<file path="src/rtl/pipe_skid_buffer.sv">
// pipe_skid_buffer: two-entry elastic valid/ready stage. in_ready comes from a
// flop and never depends on out_ready, which breaks the combinational ready
// path. A word that arrives while the consumer stalls is held in the skid
// register and moves into main when the consumer drains.
module pipe_skid_buffer #(
  parameter int unsigned WIDTH = 8
) (
  input  logic             clk,
  input  logic             rst,
  input  logic             in_valid,
  output logic             in_ready,
  input  logic [WIDTH-1:0] in_data,
  output logic             out_valid,
  input  logic             out_ready,
  output logic [WIDTH-1:0] out_data,
  output logic [1:0]       count
);

  // The state encoding is the occupancy, so count is read directly from it
  localparam logic [1:0] EMPTY = 2'd0;
  localparam logic [1:0] BUSY  = 2'd1;
  localparam logic [1:0] FULL  = 2'd2;

  logic [1:0]       state, state_next;
  logic [WIDTH-1:0] main_q, main_next;
  logic [WIDTH-1:0] skid_q, skid_next;
  logic             ready_q;
  logic             in_fire, out_fire;

  assign in_ready  = ready_q;
  assign out_valid = (state != EMPTY);
  assign out_data  = main_q;
  assign count     = state;

  assign in_fire  = in_valid & ready_q;
  assign out_fire = out_valid & out_ready;

  // Next-state and datapath selection; registers not selected keep their value
  always_comb begin
    state_next = state;
    main_next  = main_q;
    skid_next  = skid_q;
    case (state)
      EMPTY: begin
        if (in_fire) begin
          state_next = BUSY;
          main_next  = in_data;
        end
      end
      BUSY: begin
        if (in_fire && out_fire) begin
          main_next = in_data;
        end else if (in_fire) begin
          state_next = FULL;
          skid_next  = in_data;
        end else if (out_fire) begin
          state_next = EMPTY;
        end
      end
      FULL: begin
        if (out_fire) begin
          state_next = BUSY;
          main_next  = skid_q;
        end
      end
      default: state_next = EMPTY;
    endcase
  end

  // State and data registers; reset discards all contents immediately
  always_ff @(posedge clk or negedge rst) begin
    if (!rst) begin
      state   <= EMPTY;
      main_q  <= '0;
      skid_q  <= '0;
      ready_q <= 1'b0;
    end else begin
      state   <= state_next;
      main_q  <= main_next;
      skid_q  <= skid_next;
      // in_ready is low only while both entries are occupied
      ready_q <= (state_next != FULL);
    end
  end

endmodule

</file>
<file path="config.mk">
export PLATFORM = sky130hd
export DESIGN_NAME = pipe_skid_buffer
export DESIGN_NICKNAME = d
export VERILOG_FILES = /design/src/rtl/pipe_skid_buffer.sv
export SDC_FILE = /design/constraint.sdc
export NUM_CORES = 1
export LEC_CHECK = 0
export CORE_MARGIN = 5
export CORE_UTILIZATION = 25
export CTS_CLUSTER_DIAMETER = 100
export DETAILED_ROUTE_END_ITERATION = 10
export DONT_BUFFER_PORTS = 1
export PLACE_DENSITY = 0.43
export SLEW_MARGIN = 15
export SYNTH_ARGS = -nofsm -noshare
export SYNTH_HDL_FRONTEND = slang
export SYNTH_SLANG_ARGS = --single-unit
</file>
<file path="constraint.sdc">
create_clock -name clk -period 3.3 [get_ports clk]
set_input_delay 0.33 -clock clk [delete_from_list [all_inputs] [get_ports clk]]
set_output_delay 0.33 -clock clk [all_outputs]
set_load 0.005 [all_outputs]
</file>
Yosys cells after proc, flatten, opt, wreduce, memory -nomap -nowiden
Index checks and enable logic that the tools add are counted.
Operators by class
  order comparisons: 0
  multipliers: 0
  equality and inequality tests: 6
  shift operators: 0
  multiplexer cells: 10
  bitwise logic cells: 3
  reductions and logical operators: 6
  add/subtract/negate cells: 0
  divide/modulo/power cells: 0
Operator list (count)
  $mux W8: 3
  $pmux W8 S3: 1
  $mux W2: 5
  $ne A2 B2 Y1 const B: 4
  $pmux W2 S3: 1
  $reduce_and A4 Y1: 1
  $reduce_and A3 Y1: 1
  $reduce_bool A3 Y1: 1
  $and A1 B1 Y1: 2
  $eq A2 B1 Y1 const B: 1
  $eq A2 B2 Y1 const B: 1
  $logic_not A2 Y1: 1
  $reduce_bool A2 Y1: 1
  $logic_and A1 B1 Y1: 1
  $not A1 Y1: 1
Word-level totals
  input bits: 12
  register bits after elaboration: 19
  word-level logic and storage cells: 29
  memories: 0
  bits in writable memories: 0
  bits in read-only memories: 0
  latch bits: 0
  output and inout port bits: 12

Longest topological paths before layout
Gate-level depths: netlist of the first run.
  depth in word-level cells: 7
  depth in mapped cells: 4

Worst setup path before layout of the first run
Ideal clock, no wire load.
  path type: register -> register
  start point: register state[1], in the netlist count[1]
  end point: register skid_q[0]
  required time: 3.175 ns
  cell stages (with the launch flop): 4
  slack: 1.877 ns
  clock period less this slack: 1.423 ns
  arrival time: 1.299 ns
  path through: dfrtp_1 -> nand3b_4 -> nor3b_4 -> mux2_2
On the way
  word-level cells in the longest chain between the ends: 5
  elaborated cells on any way between the ends: 6
  classes of those cells: 1 x eq/ne; 2 x bitwise; 3 x reduce/logical
RTL lines
  start, declared: RTL line 24  | logic [1:0] state, state_next;
  start signal, assigned: RTL line 78  | state <= state_next;
  $reduce_bool A2 Y1: RTL line 31  | assign out_valid = (state != EMPTY);
  $and A1 B1 Y1: RTL line 36  | assign out_fire = out_valid & out_ready;
  $logic_and A1 B1 Y1: RTL line 51  | if (in_fire && out_fire) begin
  $not A1 Y1 (no line)
  $reduce_and A3 Y1 (no line) (*)
  end signal, assigned: RTL line 80  | skid_q <= skid_next;
  end, declared: RTL line 26  | logic [WIDTH-1:0] skid_q, skid_next;
Every way passes the cells marked *; elsewhere a longest branch is shown, timed or not.
A chain may end at the register's enable or synchronous reset.

Worst setup path in the final report of the first run
  start point: register state[0], in the netlist count[0]
  end point: register main_q[1], in the netlist out_data[1]
On the way
  word-level cells in the longest chain between the ends: 5
  elaborated cells on any way between the ends: 12
  classes of those cells: 5 x eq/ne; 1 x mux; 1 x bitwise; 5 x reduce/logical
RTL lines
  $reduce_bool A2 Y1: RTL line 31
  $and A1 B1 Y1: RTL line 36
  $logic_and A1 B1 Y1: RTL line 51
  $ne A2 B2 Y1 (no line)
  $reduce_and A4 Y1 (no line)
  end signal, assigned: RTL line 79  | main_q <= main_next;
  end, declared: RTL line 25  | logic [WIDTH-1:0] main_q, main_next;
Parallel ways exist; a longest one is shown, timed or not.

==> impl_results.md, run 1 <==
- Via/cell ratio: 4.69
- Seq/Total Area, Yosys: 0.566
- Crit-path slowest cell: nor2b_1
- Pwr dens: 806 nW/µm²
- Worst-case clock buffer depth: 2
- NumNets Final: 76
- Overall Power: between 700 and 800 µW
- Fmax: slightly below 0.6 GHz
- Largest net degree at the start of global routing: 20
- Largest area contributor in the netlist: dfrtp_1
- Met1 Wirelength: 790 µm
- FF-to-FF End: out_data[1]
- Status: complete, no violations
- Crit-path cells: nor2b_1, o21ai_2, o21a_1
- Hold Path End: in_ready
- Max incr delay on CP: roughly 0.65 ns
- Routed Antenna Nets: 0
- P_leak: 0.358 nW
- Pins Over Slew Limit: 0
- Clock skew: 0.00588 ns
- Die width: 68.0 µm
- Synth Instances: 60
- Comb power frac: 0.274
- Synth Warn #: 0
- CP Launch Type: flop
- Die height: approximately 68 µm
- Share of layout cells above drive strength 1: 0.254
- Synth cell types: 18
- Synth area leaders: dfrtp_1 (57%), mux2_2 (11%), o32a_1 (9.5%)
- CP Class: reg -> reg
- Inserted Clock Buffers: 3
- Final setup violation count: 0
- Met2 wire len: 764 µm
- Top delay family on crit path: simple AND/OR/NAND/NOR gates
- Worst slew margin: 0.411
- Routability cong.: 0.615
- Top-area cell type share of the netlist area: 0.566
- H-Tree Depth: 1
- Via count: 511
- Starting Density: 0.256
- Clock share of power: 0.156
- Port-buffer cells: 0
- Switch Pwr: 236 µW
- Worst vdd rail ir drop: slightly above 0.0003 V
- Placed inst area: 887 µm²
- Top sig layer: met4
- RSZ-0062 raised after global routing: false
- Synthesized area per cell: 14.0 µm²
- Worst-Skew Late Latency: 0.29 ns
- Sequential share of power: 0.571
- Grt ovf: 0
- Row cnt: 21
- Resize count post-CTS: 0
- Min-delay src: out_ready
- R2R Setup Slk: around 1.6 ns
- Area Overhead vs Synth: 10.1%
- DRT Pass-1 Iters: 4
- Period utilisation layout: 0.524
- Iteration-0 DRC Markers: 17
- Worst EP required: 3.49 ns
- Fin. Hold Viols: 0
- Synthesized area: 840 µm²
- Clock slew at reported path FFs: roughly 0.11 ns
- Setup TNS: 0 ns
- Fin area: 925 µm²
- Syn_nets: 72
- Reg2Reg Depth: 3
- Buffers & Inverters on Critical Path: 0
- Net Sw Frac: 0.317
- Post-detail-place hpwl: 1260 µm
- Max_cap viols: 0
- N_diodes: 0
- CTS tree: built
- WL met3: 210 µm
- Final Critical Period: 1.73 ns
- Final core utilization: 0.282
- Vias in the first global route: 562
- Worst Tran Pin Value: ~0.9 ns
- CP Data Arrival Time: roughly 1.9 ns
- Initial antenna violation count: 0
- Element type at the critical path end: flop
- GRT Overall Usage: 0.0877
- Clock sink count: 19
- Min Hold Slack: 0.146 ns
- Reg2reg start: count[0]
- Fillers: 356
- Int Power: 509 µW
- Hold Crit Depth: 1
- Leading cell types in the layout, fill and taps excluded: dfrtp_1 (19), o32a_1 (8), o21a_1 (8), mux2_2 (8), clkbuf_4 (3)
- Die area: 4620 µm²
- Crit-path max FO: 10
- Worst Hold Class: in -> reg
- CTS root buffer: clkbuf_4
- # IOs: 24
- WL/cell: 16.3 µm
- FF+latch count, synth: 19
- Remaining DRCs: 0
- Post-Route WL: 1780 µm
- First-pass GRT wire length: 2850 µm
- Core Area: 3280 µm²
- Commonest non-fill, non-tap cell in the layout: dfrtp_1
==> power groups by stage <==
stage                     clock network, mW  logic, mW  registers, mW
final                                 0.116      0.204          0.425
after CTS                             0.123      0.208          0.430
after floorplan                           0      0.179          0.406
after global routing                  0.138      0.230          0.441
after detailed placement                  0      0.202          0.434
after global placement                    0      0.200          0.434
==> layer usage <==
| metal | track usage | vias to the layer above |
|---|---|---|
| met4 | 0.0298 | 0 |
| met3 | 0.0624 | 2 |
| met1 | 0.114 | 248 |
| met5 | 0 | - |
| li1 | - | 241 |
| met2 | 0.112 | 20 |
==> final cells by class <==
type,instances,area [µm²],area share
tap,46,57.6,0.0622
multi-input combinational,38,350,0.379
timing repair buffer,1,10.0,0.0108
clock buffer,3,22.5,0.0244
clock inverter,1,5.00,0.00541
sequential,19,475,0.514
inverter,1,3.75,0.00406
==> how the worst max path moves through the flow <==
stage | startpoint | endpoint | slack [ns] | cells past startpoint
detailed placement | count[1] | skid_q[7] | 1.57 | 3
CTS | count[0] | out_data[4] | 1.54 | 3
finish | count[0] | out_data[1] | 1.57 | 3
floorplan | count[1] | skid_q[0] | 1.88 | 3
global placement | count[1] | skid_q[2] | 1.54 | 3
global route | count[0] | out_data[6] | 1.39 | 3
==> cell families (layout without fill, tap and decap cells) <==
group | Yosys count | count (layout) | share of synthesized area
AO/OA/AOI/OAI | 20 | 20 | 0.201
flip-flops | 19 | 19 | 0.566
multiplexers | 9 | 9 | 0.119
AND/OR/NAND/NOR | 9 | 9 | 0.0969
buffers and inverters | 3 | 6 | 0.0164
==> what timing repair did <==
action | 4_1_cts | 5_1_grt
buffers inserted | 0 | 0
hold buffers | 1 | 0
hold endpoints to repair | 19 | 0
==> metrics by stage <==
step / setup WS, ns / instances
global placement: 1.54 / 104
finish: 1.57 / 109
detailed placement: 1.57 / 104
global route: 1.39 / 109
floorplan: 1.88 / 60
CTS: 1.54 / 109
==> cells in the mapped netlist <==
library cell   n
a21o_1         2
buf_2          2
dfrtp_1       19
inv_1          1
mux2_2         8
mux2i_1        1
nand2_1        2
nand2b_1       1
nand3b_1       1
nand3b_4       1
nand4b_1       1
nor2b_1        1
nor3b_4        1
o21a_1         8
o21ai_0        1
o21ai_2        1
o32a_1         8
or2_2          1
==> state kept, by name, indices dropped and copies added (netlist names) <==
name	flops
in_ready	1
count	2
out_data	8
skid_q	8
(Power assumes the default switching activity.)
==> inputs of run 2 (changes only) <==
- ABC_AREA: not set -> 1
- clock period: 3.3 -> 1.6 ns (I/O delays scaled with it)
==> run 2 against run 1 <==
Effect of this change: largest power group unchanged; non-clock buffer count increased by 9; utilization grew 3.1 points; worst hold slack worse by 0.11 ns; critical path type unchanged; synthesized cell count grew 85%; first-iteration DRC count grew 120%; total power is 140% higher.
==> impl_results.md, run 2 <==
- Row cnt: 21 (unchanged)
- Commonest non-fill, non-tap cell in the layout: nand2_1
- First-pass GRT wire length: 3820 µm (+34%)
- Iteration-0 DRC Markers: 37 (+20)
- Post-synth EDFFs: 0 (unchanged)
- Clock slew at reported path FFs: 0.12 ns (about the same)
- Dominant synthesized flop cell: dfrtp_1
- Synth Instances: 111 (+85%)
- Die area: 4930 µm² (+6.7%)
- Most frequent CP cell: nand2_1
- Element type at the critical path end: flop
- Worst-Skew Late Latency: 0.30 ns (about the same)
- Die height: 70.2 µm (+3.3%)
- Worst Hold Class: in -> reg
- Vias in the first global route: 765 (+36%)
- Met1 global-route usage: 0.129 (+0.0149)
- Worst-case clock buffer depth: 2 (unchanged)
- Die width: 70.2 µm (+3.3%)
- Crit path depth: 6 (+3)
- Top delay family on crit path: simple AND/OR/NAND/NOR gates
- FF+latch count, synth: 19 (unchanged)
- Post-Route WL: 2260 µm (+27%)
- Setup TNS: 0 ns (unchanged)
- Routability cong.: 0.754 (+23%)
- CP Launch Type: flop
- Final Critical Period: 1.42 ns (-0.313 ns)
- CP Data Arrival Time: 1.62 ns (-0.30 ns)
- Initial antenna violation count: 0 (unchanged)
- CP startpoint: count[1]
- Synthesized area per cell: 8.16 µm² (-42%)
- Reg2reg start: count[1]
- N_diodes: 0 (unchanged)
- Port-buffer cells: 0 (unchanged)
- # IOs: 24 (unchanged)
- FF-to-FF End: skid_q[2]
- Leading cell types in the layout, fill and taps excluded: nand2_1 (51), nand3_1 (25), dfrtp_1 (19)
- Count leader, synth: nand2_1
- Resize count post-CTS: 0 (unchanged)
- Max_cap viols: 0 (unchanged)
- Starting Density: 0.265 (+0.00958)
- Share of layout cells above drive strength 1: 0.130 (-0.124)
- RSZ-0062 raised after global routing: false
- Buffers & Inverters on Critical Path: 2 (+2)
- Status: complete, no violations
- Met3 Usage GRT: 0.0588 (-0.00357)
- Remaining DRCs: 0 (unchanged)
- CTS tree: built
- Crit-path max FO: 9 (-1)
- Worst Tran Pin Value: 0.850 ns (-0.0311 ns)
- Crit path to: skid_q[2]
- Pins Over Slew Limit: 0 (unchanged)
- Synth cell types: 12 (-6)
- Via count: 759 (+49%)
- Clock skew: 0.00226 ns (-0.00361 ns)
- WL/cell: 13.4 µm (-18%)
- Synth Warn #: 0 (unchanged)
- Gr busiest metal: met2
- Inserted Clock Buffers: 3 (unchanged)
- Fmax: 0.707 GHz (+22%)
- Clock sink count: 19 (unchanged)
- R2R Setup Slk: 0.18 ns (-1.39 ns)
- Reg2Reg Depth: 6 (+3)
- Setup slack after layout: 0.185 ns (-1.39 ns)
- Via/cell ratio: 4.49 (-4.2%)
- GRT Overall Usage: 0.0996 (+0.0119)
- Core Area: 3420 µm² (+4.0%)
- CTS Hold Bufs: 9 (+8)
- CP Class: reg -> reg
- Syn_nets: 123 (+71%)
- Area Overhead vs Synth: 17.7%
- Pwr dens: 1700 nW/µm² (+110%)
- Final setup violation count: 0 (unchanged)
- Synthesized area: 906 µm² (+7.9%)
- Period utilisation layout: 0.884 (+0.361)
- NumNets Final: 136 (+79%)
- P_leak: 0.562 nW (+57%)
- Crit-path cells: inv_2, nand3_1, inv_2, nand2_1, nand2_1, nand2_1
- Largest area contributor in the netlist: dfrtp_1
- Crit-path slowest cell: dfrtp_1
- Ys async rst share: 1.00 (unchanged)
- Largest net degree at the start of global routing: 20 (unchanged)
- Synth area leaders: dfrtp_1 (52%), nand2_1 (21%), nand3_1 (14%)
- Fin. Hold Viols: 0 (unchanged)
- Routed Antenna Nets: 0 (unchanged)
- Post-place setup slack: 0.167 ns (-1.40 ns)
- Max incr delay on CP: 0.49 ns (-0.16 ns)
- H-Tree Depth: 1 (unchanged)
- Seq/Total Area, Yosys: 0.525 (-0.0415)
- Grt ovf: 0 (unchanged)
- Synth cell count leaders: nand2_1 (51), nand3_1 (25), dfrtp_1 (19)
- Setup Fix Bufs, Post-CTS: 0 (unchanged)
- CTS root buffer: clkbuf_4
- Worst vdd rail ir drop: 0.000625 V (+110%)
- DRT Pass-1 Iters: 4 (unchanged)
- Worst EP required: 1.80 ns (-1.69 ns)
- Met2 usage: 0.141 (+0.0287)
- Top-area cell type share of the netlist area: 0.525 (-0.0415)
- Worst slew margin: 0.432 (+0.0208)
==> run 2: power by group <==
group / internal (mW) / switching [mW]
registers: 0.702 / 0.190
clock network: 0.0932 / 0.159
logic: 0.225 / 0.447
==> run 2: worst min-delay path by stage <==
stage,startpoint,to,slack [ns],cells past startpoint
2_1_floorplan,rst,count[0],-0.14,0
3_3_place_gp,rst,skid_q[1],-0.13,0
4_1_cts,in_valid,count[0],0.03,3
5_1_grt,in_valid,count[0],0.03,3
3_5_place_dp,rst,skid_q[1],-0.13,0
6_report,in_valid,count[0],0.03,3
==> run 2: final cells by class <==
cell class	count	area (µm²)
Sequential cell	19	475
Fill cell	378	2350
Timing Repair Buffer	10	97.6
Inverter	6	22.5
Clock inverter	1	5.00
Tap cell	46	57.6
Multi-Input combinational cell	84	385
Clock buffer	3	22.5
==> run 2: cells by family (layout without fill, tap and decap cells) <==
group,after synthesis,in the layout,synth area share
compound gates,2,2,0.0152
buf+inv,8,20,0.0497
flops,19,19,0.525
simple gates,82,82,0.410
==> run 2: per-layer routing <==
| layer | routed length, µm | part of all wire |
|---|---|---|
| met1 | 1070 | 0.47 |
| met2 | 928 | 0.41 |
| met3 | 246 | 0.11 |
| met4 | 19 | 0.0084 |
| met5 | 0 | 0 |
==> run 2: worst reg2reg max path: cells and delay by family, from the launching register on <==
kind	cells	cell delay, ns
buffers and inverters	2	0.28
DFF	1	0.49
and+or+nand+nor	4	0.54
==> run 2: through the flow <==
stage	power, mW	hold WS, ns	utilization	cells	area (µm²)
6_report	1.82	0.0327	0.312	169	1070
5_1_grt	2.00	0.0313	0.312	169	1070
4_1_cts	1.85	0.0253	0.312	169	1070
3_5_place_dp	1.56	-0.135	0.278	156	948
3_3_place_gp	1.55	-0.135	0.278	156	948
2_1_floorplan	1.41	-0.136	-	111	906
==> inputs of run 3 (changes only) <==
- clock period: 1.6 -> 1.5 ns (I/O delays scaled with it)
==> run 3 against run 2 <==
Effect of this change: fmax is 5.3% higher; via count is 3.0% lower; cell count is 1.8% higher; sequential power is 5.1% higher; critical path type unchanged; largest power group unchanged; highest routed layer unchanged.
==> impl_results.md, run 3 (same netlist as run 2, synthesis figures left out) <==
- Share of layout cells above drive strength 1: 0.143 (+0.0128)
- Met2 wire len: 871 µm (-6.1%)
- WL met3: 230 µm (-6.5%)
- Via count: 736 (-3.0%)
- Min Hold Slack: 0.0825 ns (+0.0498 ns)
- Crit path depth: 6 (unchanged)
- Top sig layer: met4
- Max incr delay on CP: 0.46 ns (-0.03 ns)
- FF-to-FF End: out_data[6]
- Post-detail-place hpwl: 1670 µm
- R2R Setup Slk: 0.16 ns (-0.03 ns)
- Min-delay src: in_data[3]
- Reg2reg start: count[0]
- Routability cong.: 0.771 (+2.3%)
- Worst slew margin: 0.405 (-0.0268)
- Hold Crit Depth: 4 (+1)
- Inserted Clock Buffers: 3 (unchanged)
- First-pass GRT wire length: 3980 µm (+4.4%)
- Reg2Reg Depth: 6 (unchanged)
- RSZ-0062 raised after global routing: false
- Worst-Skew Late Latency: 0.30 ns (about the same)
- Die height: 70.2 µm (unchanged)
- WL/cell: 13.5 µm (+0.60%)
- Area Overhead vs Synth: 20.4%
- Vias in the first global route: 736 (-3.8%)
- Final setup violation count: 0 (unchanged)
- Hold Path End: out_data[3]
- Iteration-0 DRC Markers: 40 (+8.1%)
- Fmax: 0.744 GHz (+5.3%)
- Worst-case clock buffer depth: 2 (unchanged)
- Period utilisation layout: 0.896 (+0.0111)
- H-Tree Depth: 1 (unchanged)
- Crit-path max FO: 10 (+1)
- Port-buffer cells: 0 (unchanged)
- Routed Antenna Nets: 0 (unchanged)
- Status: complete, no violations
- NumNets Final: 139 (+2.2%)
- Via/cell ratio: 4.28 (-4.7%)
- Met1 Wirelength: 1200 µm (+12%)
- Worst vdd rail ir drop: 0.000700 V (+12%)
- DRT Pass-1 Iters: 4 (unchanged)
- Crit-path cells: inv_2, nand2_4, nand2_2, nand2_4, nand2_1, nand2_1
- CP Class: reg -> reg
- Crit-path slowest cell: dfrtp_1
- CP Data Arrival Time: 1.55 ns (-0.07 ns)
- Grt ovf: 0 (unchanged)
- P_leak: 0.576 nW (+2.6%)
- Worst Hold Class: in -> reg
- Worst Tran Pin Value: 0.890 ns (+0.0401 ns)
- Post-place setup slack: 0.149 ns (-0.0175 ns)
- CP Launch Type: flop
- Fin. Hold Viols: 0 (unchanged)
- Largest net degree at the start of global routing: 20 (unchanged)
- Core Area: 3420 µm² (unchanged)
- Max_cap viols: 0 (unchanged)
- Clock sink count: 19 (unchanged)
- Setup TNS: 0 ns (unchanged)
- Worst EP required: 1.71 ns (-0.09 ns)
- Setup Fix Bufs, Post-CTS: 0 (unchanged)
- Post-Route WL: 2310 µm (+2.4%)
- Top delay family on crit path: simple AND/OR/NAND/NOR gates
- Buffers & Inverters on Critical Path: 1 (-1)
- Initial antenna violation count: 0 (unchanged)
- Pins Over Slew Limit: 0 (unchanged)
- CTS root buffer: clkbuf_4
- Leading cell types in the layout, fill and taps excluded: nand2_1 (51), nand3_1 (25), dfrtp_1 (19)
- CTS tree: built
- Pwr dens: 1810 nW/µm² (+6.1%)
- Row cnt: 21 (unchanged)
- Starting Density: 0.265 (unchanged)
- # IOs: 24 (unchanged)
- Clock skew: 0.00132 ns (-0.000947 ns)
- GRT Overall Usage: 0.102 (+0.00254)
- Setup slack after layout: 0.157 ns (-0.0282 ns)
- Die width: 70.2 µm (unchanged)
- Remaining DRCs: 0 (unchanged)
- Clock slew at reported path FFs: 0.12 ns (about the same)
- Final Critical Period: 1.34 ns (-0.0718 ns)
- Element type at the critical path end: flop
- Commonest non-fill, non-tap cell in the layout: nand2_1
- N_diodes: 0 (unchanged)
- Die area: 4930 µm² (unchanged)
==> run 3: cell count changes in the layout (fill, tap and decap cells not counted) <==
| cell | change |
|---|---|
| buf_4 | +2 |
| dlygate4sd3_1 | +1 |
==> run 3: power breakdown <==
group          switching, mW  leakage, nW  internal [mW]
sequential             0.188        0.234          0.748
combinational          0.500        0.324          0.262
clock                  0.174       0.0177         0.0994
total                  0.862        0.576           1.11
==> run 3: worst register-to-register path, delay by kind of cell, from the launching register on <==
kind,cells,cell delay (ns)
buffers and inverters,1,0.22
DFF,1,0.46
and+or+nand+nor,5,0.57
==> run 3: layout make-up <==
type | count | area (µm²)
inverters | 6 | 22.5
fillers | 384 | 2320
clock buffers | 3 | 22.5
repair buffers | 13 | 123
multi-input cells | 84 | 385
well taps | 46 | 57.6
flip-flops and latches | 19 | 475
clock inverters | 1 | 5.00
==> run 3: worst max-delay path by stage <==
stage | startpoint | to
after global routing | count[0] | out_data[3]
after detailed placement | count[0] | out_data[6]
final | count[0] | out_data[6]
after global placement | count[0] | out_data[3]
after floorplan | count[0] | out_data[0]
after CTS | count[0] | out_data[6]
==> run 3: metrics by stage <==
step	total power, mW	utilization	instances	instance area, µm²
3_3_place_gp	1.70	0.282	158	963
3_5_place_dp	1.70	0.282	158	963
2_1_floorplan	1.50	-	111	906
5_1_grt	2.17	0.319	172	1090
6_report	1.97	0.319	172	1090
4_1_cts	2.01	0.319	172	1090
==> run 3: what timing repair did <==
item	in CTS	in global routing
gates resized for setup	0	0
hold endpoints to repair	28	0
hold buffers	10	0
==> run 3: layer usage <==
metal,up-vias,GRT usage
li1,389,-
met3,2,0.0545
met4,0,0.0191
met2,23,0.126
met5,-,0
met1,322,0.154
